--- config.mk ---
export PLATFORM = sky130hd
export DESIGN_NAME = cmp_run_pulse_fsm
export DESIGN_NICKNAME = d
export VERILOG_FILES = /design/src/rtl/cmp_run_pulse_fsm.sv
export SDC_FILE = /design/constraint.sdc
export NUM_CORES = 1
export LEC_CHECK = 0
export CAP_MARGIN = 10
export CORE_AREA = 2 2 47 49
export CTS_BUF_LIST = sky130_fd_sc_hd__clkbuf_16
export DETAILED_ROUTE_END_ITERATION = 7
export DIE_AREA = 0 0 49 51
export GPL_TIMING_DRIVEN = 0
export PLACE_DENSITY = 0.73
export SLEW_MARGIN = 20
export SYNTH_ARGS = -nofsm -noshare
export SYNTH_HDL_FRONTEND = slang
export SYNTH_SLANG_ARGS = --single-unit
--- constraint.sdc ---
create_clock -name clk -period 2.27 [get_ports clk]
set_input_delay 0.454 -clock clk [delete_from_list [all_inputs] [get_ports clk]]
set_output_delay 0.454 -clock clk [all_outputs]
set_load 0.02 [all_outputs]
--- src/rtl/cmp_run_pulse_fsm.sv ---
// rtl/cmp_run_pulse_fsm.sv - compare-run detector emitting a fixed-length Moore pulse with event counter
module cmp_run_pulse_fsm #(
  parameter int WIDTH            = 4,
  parameter int RUN_LEN          = 3,
  parameter int PULSE_LEN        = 2,
  parameter int REARM_ON_RELEASE = 1,
  parameter int CNT_W            = 8
) (
  input  logic             clk,
  input  logic             rst,
  input  logic             en,
  input  logic [1:0]       mode,
  input  logic [WIDTH-1:0] x1,
  input  logic [WIDTH-1:0] x2,
  input  logic             clr_cnt,
  output logic             y_out,
  output logic             busy,
  output logic [CNT_W-1:0] event_cnt
);

  localparam int RUN_W   = $clog2(RUN_LEN + 1);
  localparam int PULSE_W = $clog2(PULSE_LEN + 1);

  localparam logic [RUN_W-1:0]   RUN_LAST   = RUN_W'(RUN_LEN - 1);
  localparam logic [PULSE_W-1:0] PULSE_LAST = PULSE_W'(PULSE_LEN - 1);
  localparam logic [CNT_W-1:0]   CNT_MAX    = '1;

  // Encoding 2'd3 is unused and steers back to ARM.
  typedef enum logic [1:0] {
    ARM   = 2'd0,
    PULSE = 2'd1,
    WAIT  = 2'd2
  } state_t;

  state_t             state, state_d;
  logic [RUN_W-1:0]   run_cnt, run_cnt_d;
  logic [PULSE_W-1:0] pulse_cnt, pulse_cnt_d;
  logic               cond;
  logic               fire;

  // Relation between the operands selected by mode (unsigned compares).
  always_comb begin
    cond = 1'b0;
    case (mode)
      2'b00:   cond = (x1 == x2);
      2'b01:   cond = (x1 != x2);
      2'b10:   cond = (x1 > x2);
      default: cond = (x1 < x2);
    endcase
  end

  // Next-state logic: qualify runs in ARM, time the pulse, hold in WAIT until release.
  always_comb begin
    state_d     = state;
    run_cnt_d   = run_cnt;
    pulse_cnt_d = pulse_cnt;
    fire        = 1'b0;
    case (state)
      ARM: begin
        pulse_cnt_d = '0;
        if (!(en && cond)) begin
          run_cnt_d = '0;
        end else if (run_cnt == RUN_LAST) begin
          state_d   = PULSE;
          run_cnt_d = '0;
          fire      = 1'b1;
        end else begin
          run_cnt_d = run_cnt + RUN_W'(1);
        end
      end
      PULSE: begin
        run_cnt_d = '0;
        if (pulse_cnt == PULSE_LAST) begin
          pulse_cnt_d = '0;
          state_d     = (REARM_ON_RELEASE != 0) ? WAIT : ARM;
        end else begin
          pulse_cnt_d = pulse_cnt + PULSE_W'(1);
        end
      end
      WAIT: begin
        run_cnt_d   = '0;
        pulse_cnt_d = '0;
        if (!(en && cond)) begin
          state_d = ARM;
        end
      end
      default: begin
        state_d     = ARM;
        run_cnt_d   = '0;
        pulse_cnt_d = '0;
      end
    endcase
  end

  // State, counters and the saturating event counter; clear beats increment.
  always_ff @(posedge clk) begin
    if (rst) begin
      state     <= ARM;
      run_cnt   <= '0;
      pulse_cnt <= '0;
      event_cnt <= '0;
    end else begin
      state     <= state_d;
      run_cnt   <= run_cnt_d;
      pulse_cnt <= pulse_cnt_d;
      if (clr_cnt) begin
        event_cnt <= '0;
      end else if (fire && (event_cnt != CNT_MAX)) begin
        event_cnt <= event_cnt + CNT_W'(1);
      end
    end
  end

  // Outputs decode only the registered state.
  always_comb begin
    y_out = (state == PULSE);
    busy  = (state == PULSE) || (state == WAIT);
  end

endmodule

## Word level (Yosys, flattened, before mapping)

Cells that the tools add are included.

| operators by class | value |
|---|---|
| $add $sub $neg | 3 |
| mux-type cells | 9 |
| magnitude comparators | 2 |
| divide/modulo/power cells | 0 |
| multipliers | 0 |
| reduce and logical (&&, ||, !) cells | 9 |
| bitwise logic cells | 3 |
| equality and inequality tests | 13 |
| shift operators | 0 |

Operators with widths:

| cell | count |
|---|---|
| 8-bit by 1-bit adder with 8-bit output (second input constant) | 1 |
| 2-bit two-way mux | 4 |
| 8-bit != test (second input constant) | 1 |
| 2-bit by 1-bit equality test with 1-bit output (second input constant) | 3 |
| 2-bit equality test (second input constant) | 3 |
| 2-bit != test (second input constant) | 3 |
| 2-bit one-hot mux with 3 select lines | 1 |
| 2-bit by 1-bit adder with 2-bit output (second input constant) | 2 |
| 4-bit equality test | 1 |
| 4-bit > comparator | 1 |
| 2-bit zero test | 2 |
| 4-bit less-than comparator | 1 |
| 4-bit != test | 1 |
| 4-bit AND reduction | 1 |
| 4-bit OR reduction | 1 |
| 1-bit two-way mux | 3 |
| 1-bit inverter | 3 |
| 1-bit one-hot mux with 3 select lines | 1 |
| 3-bit OR reduction | 1 |
| 1-bit logical AND | 2 |
| 2-bit by 1-bit != test with 1-bit output (second input constant) | 1 |
| 2-bit OR reduction | 1 |
| 1-bit logical OR | 1 |

| word-level totals | value |
|---|---|
| memories | 0 |
| bits in latches | 0 |
| bits in registers | 14 |
| output and inout port bits | 10 |
| memory bits (writable) | 0 |
| bits of input ports | 14 |
| memory bits (read-only) | 0 |

## Depth between registers and ports, before layout

| depth | value |
|---|---|
| word-level depth | 6 |
| mapped depth | 8 |

## Worst setup path after synthesis

No wires, ideal clock.

| timing | value |
|---|---|
| path type | input to register |
| from | in x2[3] |
| to | reg event_cnt[5] |
| stages on the path | 7 |
| arrival | 2059 ps |
| buffers on the path | 0 |
| slack | 141 ps |
| data required time | 2200 ps |
| path through | inv_1 > ha_1 > a211oi_2 > a32o_1 > o211ai_4 > or4_1 > a21oi_1 |

| between the ends | value |
|---|---|
| word-level cells in the longest chain between the ends | 6 |

Ends and longest elaborated chain:

| what | line | RTL |
|---|---|---|
| start: declaration | 14 | `input logic [WIDTH-1:0] x2,` |
| 4-bit less-than comparator (tied with other cells) | 48 | `default: cond = (x1 < x2);` |
| 1-bit one-hot mux with 3 select lines * | 44 | `case (mode)` |
| 1-bit logical AND * | 61 | `if (!(en && cond)) begin` |
| 1-bit two-way mux * | 61 |  |
| 1-bit two-way mux * | 58 | `case (state)` |
| 1-bit logical AND * | 108 | `end else if (fire && (event_cnt != CNT_MAX)) begin` |
| end signal: assignment | 109 | `event_cnt <= event_cnt + CNT_W'(1);` |
| end: declaration | 18 | `output logic [CNT_W-1:0] event_cnt` |

Every way passes the cells marked *; elsewhere a longest branch is shown, timed or not.
A chain may end at the register's enable or synchronous reset.

## Final worst setup path

| timing | value |
|---|---|
| from | in x2[1] |
| to | reg event_cnt[5] |

Same word-level chain as after synthesis.

==> flow_metrics.py <==
metrics = {
    "outcome": {
        "status": "complete, no violations",
    },
    "route": {
        "drc": 0,
        "routed_wl_um": 1960,
        "num_vias": 810,
        "avgRoutedWirePerCell_um": 12.4,
        "viasPerCell": 5.13,
        "drt_iter0_drc": 9,
        "drtPass1Iterations": 4,
        "detail-route-antenna-nets": 0,
    },
    "floorplanning": {
        "num_io_pins": 24,
        "die_w_um": 49,
        "core_area_um2": 2060,
        "rows": 17,
        "die_h_um": 51,
        "start_util_pct": 42.4,
        "dieArea_um2": 2500,
    },
    "clock_network": {
        "cts-buffers-inserted": 3,
        "cts_tree": "done",
        "holdBufCountCts": 0,
        "clkLatencyLatePin_ps": 250,
        "cts_buffer_depth": 2,
        "clockRootBuffer": "clkbuf_16",
        "numClockSinks": 14,
        "path_clk_slew_ps": 50,
        "ctsHtreeMaxLevel": 1,
    },
    "logic_synthesis": {
        "synth_cells": 99,
        "avgSynthCellArea_um2": 8.85,
        "synth_compound_area_share_pct": 19.4,
        "synth_xor_area_share_pct": 3.00,
        "synth_simple_gate_area_share_pct": 22.7,
        "synth-seq-cells": 14,
        "ys_seq_area_share_pct": 32.0,
        "synthAdderAreaFrac_pct": 14.3,
        "synth_nets": 123,
        "syn_area_um2": 876,
        "ys_warn_count": 0,
        "synth_top_family_by_area": "simple AND/OR/NAND/NOR gates",
        "yosys.cell_types.count": 33,
        "muxShareOfSynthArea_pct": 3.43,
    },
    "placement": {
        "portBuffers": 23,
        "place_inst": 150,
        "place_congestion": 0.682,
        "dp_hpwl_um": 1430,
    },
    "final_layout": {
        "post_layout_nonfiller_instances": 158,
        "fillCellCount": 194,
        "drive_above_1_share_pct": 16.2,
        "register_area_um2": 280,
        "antennaDiodeCount": 0,
        "area_growth_pct": 45.9,
        "multi_input_area_um2": 588,
        "finalNetCount": 155,
    },
    "timing": {
        "fmax_mhz": 460,
        "post-route-min-period_ps": 2180,
        "fin_crit_sh_pct": 95.9,
        "finalMaxSlewViolations": 0,
        "max_slew.worst_pin.slew_ps": 399,
        "hold_violations": 0,
        "hold_slack_ps": 405,
        "slew_headroom_pct": 73.1,
        "clock_skew_ps": 5.93,
        "rsz0062_at_grt": "no",
        "final-setup-viol-count": 0,
    },
    "power": {
        "power.total_mw": 0.659,
        "p_per_area_nw_per_um2": 516,
        "leakage_nw": 0.498,
        "peakVddDrop_uv": 416,
    },
    "critical_path": {
        "max_stage_delay_ps": 520,
        "timing.rr.end": "event_cnt[5]",
        "crit_slowest_cell": "or4_1",
        "critPathArrivalTime_ps": 2350,
        "cp_cell_sequence": "dlygate4sd2_1 > inv_1 > ha_1 > nor2b_4 > o211ai_2 > a32o_2 > o211ai_4 > or4_1 > a21oi_1",
        "crit_fanout": 8,
        "path_class": "input port to register",
        "start_kind": "input port",
        "critical_path_required_ps": 2440,
        "cp_top_family": "compound AO/OA/AOI/OAI gates",
        "rrSetupSlack_ps": 430,
        "crit_buf_inv": 2,
        "timing.rr.start": "state[0]",
        "cp-end-kind": "register",
        "ff2ff_path_depth": 7,
    },
    "run": {
        "maxCapViolations": 0,
    },
    "worst_hold_path": {
        "hold_start": "run_cnt[0]",
        "hold_depth": 1,
        "whs_endpoint": "run_cnt[0]",
        "worstHoldPathType": "register to register",
    },
    "global_route": {
        "overflow": 0,
        "grt_pass1_wl_um": 3370,
        "antenna_found_initial": 0,
        "grt.total_usage_pct": 17.8,
        "grt_max_degree": 9,
        "grt_pass1_vias": 754,
    },
}
power by group:
group	switching, mW	leakage, nW	internal [mW]
Clock	0.100	0.0385	0.233
Sequential	0.000777	0.113	0.248
Combinational	0.0355	0.347	0.0421
Total	0.136	0.498	0.523
state kept, by name, summed over array words and instances, names as in the netlist:
register and count:
run_cnt 2, pulse_cnt 2, event_cnt 8, state 2
how the worst max path moves through the flow:
stage / from / to / slack, ps / cells past startpoint
2_1_floorplan: x2[3] / event_cnt[5] / 140 / 7
3_3_place_gp: x2[3] / event_cnt[5] / -410 / 8
3_5_place_dp: x2[2] / event_cnt[5] / -450 / 9
4_1_cts: x2[1] / event_cnt[5] / 60 / 9
5_1_grt: x1[1] / event_cnt[5] / 6 / 8
6_report: x2[1] / event_cnt[5] / 90 / 9
per-stage QoR:
step	utilization, %	instance area, um^2	TNS [ps]	setup WS (ps)
6_report	61.9	1280	0	94.1
5_1_grt	61.9	1280	0	5.69
4_1_cts	61.9	1280	0	64.6
3_5_place_dp	55.3	1140	-3730	-446
3_3_place_gp	55.3	1140	-3380	-415
2_1_floorplan	-	876	0	141
layer usage:
metal  up-vias  GRT usage, %  routed length, um
met5         -             0                  0
li1        415             -                  -
met3         5          5.26                115
met2        24          31.3                955
met1       366          19.7                847
met4         0          8.57                 44
synthesized netlist by cell type:
master     number  area share (%)
or3b_2          1             1.0
nand2b_1        3             2.1
inv_1          11             4.7
ha_1           10              14
xor2_1          1             1.0
or3_1           3             2.1
o2111ai_1       1             1.0
a31oi_4         1             2.4
mux2i_1         3             3.4
or4_1           4             3.4
nor2_1         11             4.7
or2_1           1            0.71
o211ai_1        1            0.86
nand2_1         6             2.6
a211oi_2        1             1.4
o31ai_1         2             1.7
buf_1           1            0.43
dfxtp_1        14              32
nand4_1         1            0.71
o21ai_1         2             1.1
a21oi_2         1             1.0
nor2b_1         1            0.71
a32o_1          1             1.1
o211ai_2        1             1.4
nand3_1         3             1.7
o211ai_4        1             2.4
a21o_1          1            0.86
a21oi_1         4             2.3
and3_4          1             1.3
xnor2_1         2             2.0
nand3b_1        1            0.86
o21ai_0         3             1.7
and3_1          1            0.71
cell families after synthesis:
| family | Yosys count |
|---|---|
| xor+xnor | 3 |
| mux | 3 |
| flops | 14 |
| fa+ha+maj | 10 |
| buf+inv | 12 |
| compound gates | 20 |
| simple gates | 37 |
final cells by class:
cell class	count	share of cell area (%)
multi-input combinational	73	46.0
sequential	14	21.9
timing repair buffer	27	19.6
clock buffer	3	5.88
inverter	11	3.23
tap	28	2.74
clock inverter	1	0.294
buffer	1	0.294
repair_timing:
action,4_1_cts,5_1_grt
pin swaps,11,2
resized for setup,16,0
cloned,0,0
buffers inserted,4,0
setup endpoints to repair,9,1
cells in the final DEF, fill, tap and decap left out, drive strengths merged:
cell type / instances
inv: 11
nand3: 3
a21oi: 5
or3b: 1
a32o: 1
dfxtp: 14
o31ai: 2
and3: 2
nand4: 1
nand2b: 3
o211ai: 3
nand3b: 1
xor2: 1
clkbuf: 3
buf: 5
xnor2: 2
a31oi: 1
a21o: 1
or3: 3
o2111ai: 1
ha: 10
mux2i: 3
or2: 1
nand2: 6
nor2: 11
nor2b: 1
dlygate4sd2: 8
o21ai: 5
a211oi: 1
clkdlybuf4s50: 15
clkinv: 1
or4: 4
Note: power is estimated with default switching activity, not from simulation.
==> RTL edit 1, RTL diff (config.mk and constraints unchanged) <==
Encoding of `state_t`: now one-hot (3 bits for 3 states).
--- a/src/rtl/cmp_run_pulse_fsm.sv
+++ b/src/rtl/cmp_run_pulse_fsm.sv
@@ -26,10 +26,10 @@
   localparam logic [CNT_W-1:0]   CNT_MAX    = '1;
 
   // Encoding 2'd3 is unused and steers back to ARM.
-  typedef enum logic [1:0] {
-    ARM   = 2'd0,
-    PULSE = 2'd1,
-    WAIT  = 2'd2
+  typedef enum logic [2:0] {
+    ARM   = 3'b001,
+    PULSE = 3'b010,
+    WAIT  = 3'b100
   } state_t;
 
   state_t             state, state_d;
Function: same outputs for any inputs over 10 cycles, from zero or initial values and one cycle with rst high; not proved beyond that.
==> RTL edit 1 against the unedited design <==
Core utilization rose by 3.1 points; worst setup slack improved by 34 ps; final cell count rose by 1.3%; cell area rose by 5.0%; via count rose by 8.4%; total power rose by 6.6%; synthesized area rose by 1.3%; clock skew fell by 5.4 ps; sequential cell count rose by 1; combinational power rose by 35%; wire length rose by 16%; fmax rose by 1.6%.
==> RTL edit 1: results (changes against the unedited design) <==
Run status
  – Status: complete, no violations

STA
  – Final worst path period share: 94.37% (-1.5 points)
  – Clock Skew: 0.4904 ps (-5.440 ps)
  – Slew @ Worst Pin: 393.7 ps (-5.684 ps)

Placement
  – Area of placed instances: 1152 um^2 (+0.99%)
  – Final GP Congestion: 0.7077 (+3.7%)
  – Post-DP HPWL: 1480 um (+3.2%)

Drt
  – Via/cell ratio: 5.488 (+7.0%)
  – 1st-iter DRT viols: 12 (+3)

Synth
  – Top post-synthesis cells by area: dfxtp_1 34%, ha_1 9.9%, a21oi_1 5.6%, o31ai_1 4.2%, or4_1 4.2%
  – Mapped Nets: 122 (-0.81%)
  – Register area share after synthesis: 33.85% (+1.9 points)
  – Post-synth top cells: 15 x dfxtp_1, 10 x a21oi_1, 9 x inv_1

Power and ir drop
  – Leak: 0.4923 nW (-1.1%)
  – Switching share of total power: 21.47% (+0.80 points)

GRT
  – Gr usage total: 19.81% (+2.0 points)
  – Pin count of the biggest net entering global routing: 11 (+2)
  – First-pass GRT wire length: 3836 um (+14%)

Worst setup path
  – Reg2reg start: event_cnt[2]
  – Flop2flop setup slack: 600 ps (+170 ps)
  – Setup crit end: event_cnt[2]
  – Critical Path Start: x1[1]
  – Critical Path AT: 2320 ps (-30 ps)

Layout
  – Layout cells sized above 1: 21.97% (+5.8 points)
  – FILL cells: 179 (-7.7%)
  – NumNets Final: 154 (-0.65%)
==> RTL edit 1: logic make-up after synthesis <==
logic type                 synth area share (%)
buffers and inverters                     5.077
and+or+nand+nor                           28.35
adders and majority gates                 9.873
AOI/OAI and AO/OA                         22.85
DFF                                       33.85
==> RTL edit 1: how the worst min path moves through the flow <==
stage / to / cells past startpoint / start / slack (ps)
finish: run_cnt[0] / 1 / run_cnt[0] / 410
floorplan: run_cnt[0] / 1 / run_cnt[0] / 390
CTS: run_cnt[0] / 1 / run_cnt[0] / 410
detailed placement: run_cnt[0] / 1 / run_cnt[0] / 410
global placement: run_cnt[0] / 1 / run_cnt[0] / 400
global route: run_cnt[0] / 1 / run_cnt[0] / 430
==> RTL edit 1: what timing repair did <==
action / in CTS / in global routing
setup endpoints to repair: 12 / 11
resized for setup: 22 / 4
buffers inserted: 2 / 0
gates cloned: 2 / 0
pin swaps: 13 / 5
==> RTL edit 1: layout make-up <==
cell class | instances | share of cell area, %
clock buffer | 3 | 5.597
inverter | 9 | 2.519
clock inverter | 1 | 0.2798
tap | 28 | 2.612
timing repair buffer | 26 | 18.94
sequential | 15 | 22.39
buffer | 2 | 1.119
multi-input combinational | 76 | 46.55
==> RTL edit 1: power groups by stage <==
stage | sequential, mW | clock (mW) | combinational (mW)
floorplan | 0.271 | 0 | 0.0450
global placement | 0.271 | 0 | 0.0769
detailed placement | 0.271 | 0 | 0.0788
CTS | 0.266 | 0.337 | 0.104
global route | 0.266 | 0.347 | 0.115
finish | 0.266 | 0.331 | 0.105
==> RTL edit 1: layer usage <==
metal / share of wire (%) / routed length [um] / track usage [%] / vias up
met5: 0 / 0 / 0 / -
met4: 1.6 / 37 / 8.095 / 0
met3: 2.8 / 63 / 3.801 / 7
met2: 50 / 1148 / 34.93 / 18
met1: 45 / 1030 / 23.69 / 415
li1: - / - / - / 438
==> RTL edit 1: critical path: stages <==
cell	delay (ps)
dlygate4sd2_1	260
ha_4	240
nor2b_4	120
o211ai_2	210
a311o_2	270
o211ai_4	130
or4_4	500
a21oi_2	140
==> RTL edit 1: stage by stage <==
step,std cells,utilization (%)
4_1_cts,160,64.34
3_3_place_gp,152,55.85
3_5_place_dp,152,55.85
2_1_floorplan,101,-
6_report,160,65.01
5_1_grt,160,65.01
==> RTL edit 2, RTL diff (config.mk and constraints unchanged) <==
Without the edit above. Set the parameter `CNT_W` to 7 (it was 8).
--- a/src/rtl/cmp_run_pulse_fsm.sv
+++ b/src/rtl/cmp_run_pulse_fsm.sv
@@ -4,7 +4,7 @@
   parameter int RUN_LEN          = 3,
   parameter int PULSE_LEN        = 2,
   parameter int REARM_ON_RELEASE = 1,
-  parameter int CNT_W            = 8
+  parameter int CNT_W            = 7
 ) (
   input  logic             clk,
   input  logic             rst,
Ports: changed (resized event_cnt); port bits go from 24 to 23. The function was not compared with the original's and may differ.
==> RTL edit 2 against the unedited design <==
Via count is 5.1% higher; wire length is 13% higher; synthesized area is 1.3% lower; clock power hardly changed; critical path depth is 1 lower; count of clock-buffer cells in the layout stayed put; worst hold slack better by 8.9 ps; final cell count is 1.9% lower; total power is 2.3% higher; worst setup slack better by 6.3 ps; sequential cell count is 1 lower; cell area is 2.2% higher.
==> RTL edit 2: results (changes against the unedited design) <==
Run status
  – Status: complete, no violations

Power and ir drop
  – Clk pwr: 0.332 mW (about the same)
  – Maximum VDD drop: 0.5404 mV (+30%)
  – Pwr Density: 516.6 nW/um^2 (+0.10%)
  – Psw: 0.1558 mW (+14%)
  – Register share of total power: 34.3% (-3.5 points)
  – Leak: 0.5698 nW (+14%)

Layout
  – Clk cell area share: 6.040% (-0.13 points)
  – Multi-input combinational area share: 49.76% (+3.7 points)
  – Count of multi-input gates: 76 (+4.1%)
  – Bufs w/o clock: 23 (-18%)
  – Final non-clock buffer share: 18.41% (-1.5 points)
  – FILL cells: 186 (-4.1%)
  – Layout cells sized above 1: 21.26% (+5.1 points)
  – Final core occ: 63.25% (+1.3 points)

Placement
  – DP Cell Count: 151 (+0.67%)
  – # port buffers: 22 (-4.3%)
  – Area of placed instances: 1120 um^2 (-1.9%)
  – Post-DP HPWL: 1460 um (+1.8%)

Synth
  – Area share of fa/ha/maj cells after synthesis: 14.47% (+0.19 points)
  – Count of cell types in the netlist: 36 (+9.1%)
  – Yosys reg bits: 13 (-1)
  – XOR/XNOR share of the synthesized area: 0% (-3.0 points)
  – Mapped Nets: 125 (+1.6%)
  – Syn_area_per_cell: 8.560 um^2 (-3.2%)
  – Post-synth top cells: 13 x dfxtp_1, 11 x inv_1, 11 x nor2_1
  – Top post-synthesis cells by area: dfxtp_1 30%, ha_1 14%, inv_1 4.8%, nor2_1 4.8%, nand2_1 4.3%
  – Gate count of the mapped netlist: 101 (+2.0%)
  – Register area share after synthesis: 30.10% (-1.9 points)

Worst setup path
  – Flop2flop setup slack: 320 ps (-110 ps)
  – CP Max Fanout: 7 (-1)
  – Slowest stage cell on the critical path: or4b_1
  – Setup crit end: event_cnt[4]
  – Critical Path Start: x1[1]
  – Worst R2R End: event_cnt[4]
  – Reg2reg start: event_cnt[0]

GRT
  – Vias in the first global route: 785 (+4.1%)
  – Pin count of the biggest net entering global routing: 11 (+2)
  – Gr usage total: 18.55% (+0.76 points)
  – Met3 Usage GRT: 6.725% (+1.5 points)
  – First-pass GRT wire length: 3525 um (+4.7%)

Drt
  – 1st-iter DRT viols: 12 (+3)
  – Via/cell ratio: 5.490 (+7.1%)
  – Detailed route wirelength on metal2: 1072 um (+12%)
  – DR WL met3: 100 um (-13%)
  – M1 WL: 1008 um (+19%)
  – WL final: 2210 um (+13%)

Clock network
  – Post-CTS setup buffers: 0 (-4)

STA
  – Slew HR: 73.15% (about the same)
-- RTL edit 2: cell types whose count changed after synthesis, sizes merged, moves of 3 or more --
cell | unedited run | this run
o311ai | 0 | 3
nand2 | 6 | 10
nand4 | 1 | 5
or4 | 4 | 1
-- RTL edit 2: worst register-to-register path, cell delays in order, from the launching register on --
cell and delay [ps]:
dfxtp_1 340, ha_1 240, nand3_1 140, nor2_1 80, and2_1 240, nor2_4 220
or4b_1 460, a21oi_1 150
-- RTL edit 2: worst min path at each step --
stage | from | end | slack (ps) | cells after the start
2_1_floorplan | run_cnt[0] | run_cnt[0] | 390 | 1
3_3_place_gp | run_cnt[0] | run_cnt[0] | 400 | 1
3_5_place_dp | run_cnt[0] | run_cnt[0] | 410 | 1
4_1_cts | run_cnt[0] | run_cnt[0] | 420 | 1
5_1_grt | run_cnt[0] | run_cnt[0] | 440 | 1
6_report | run_cnt[0] | run_cnt[0] | 410 | 1
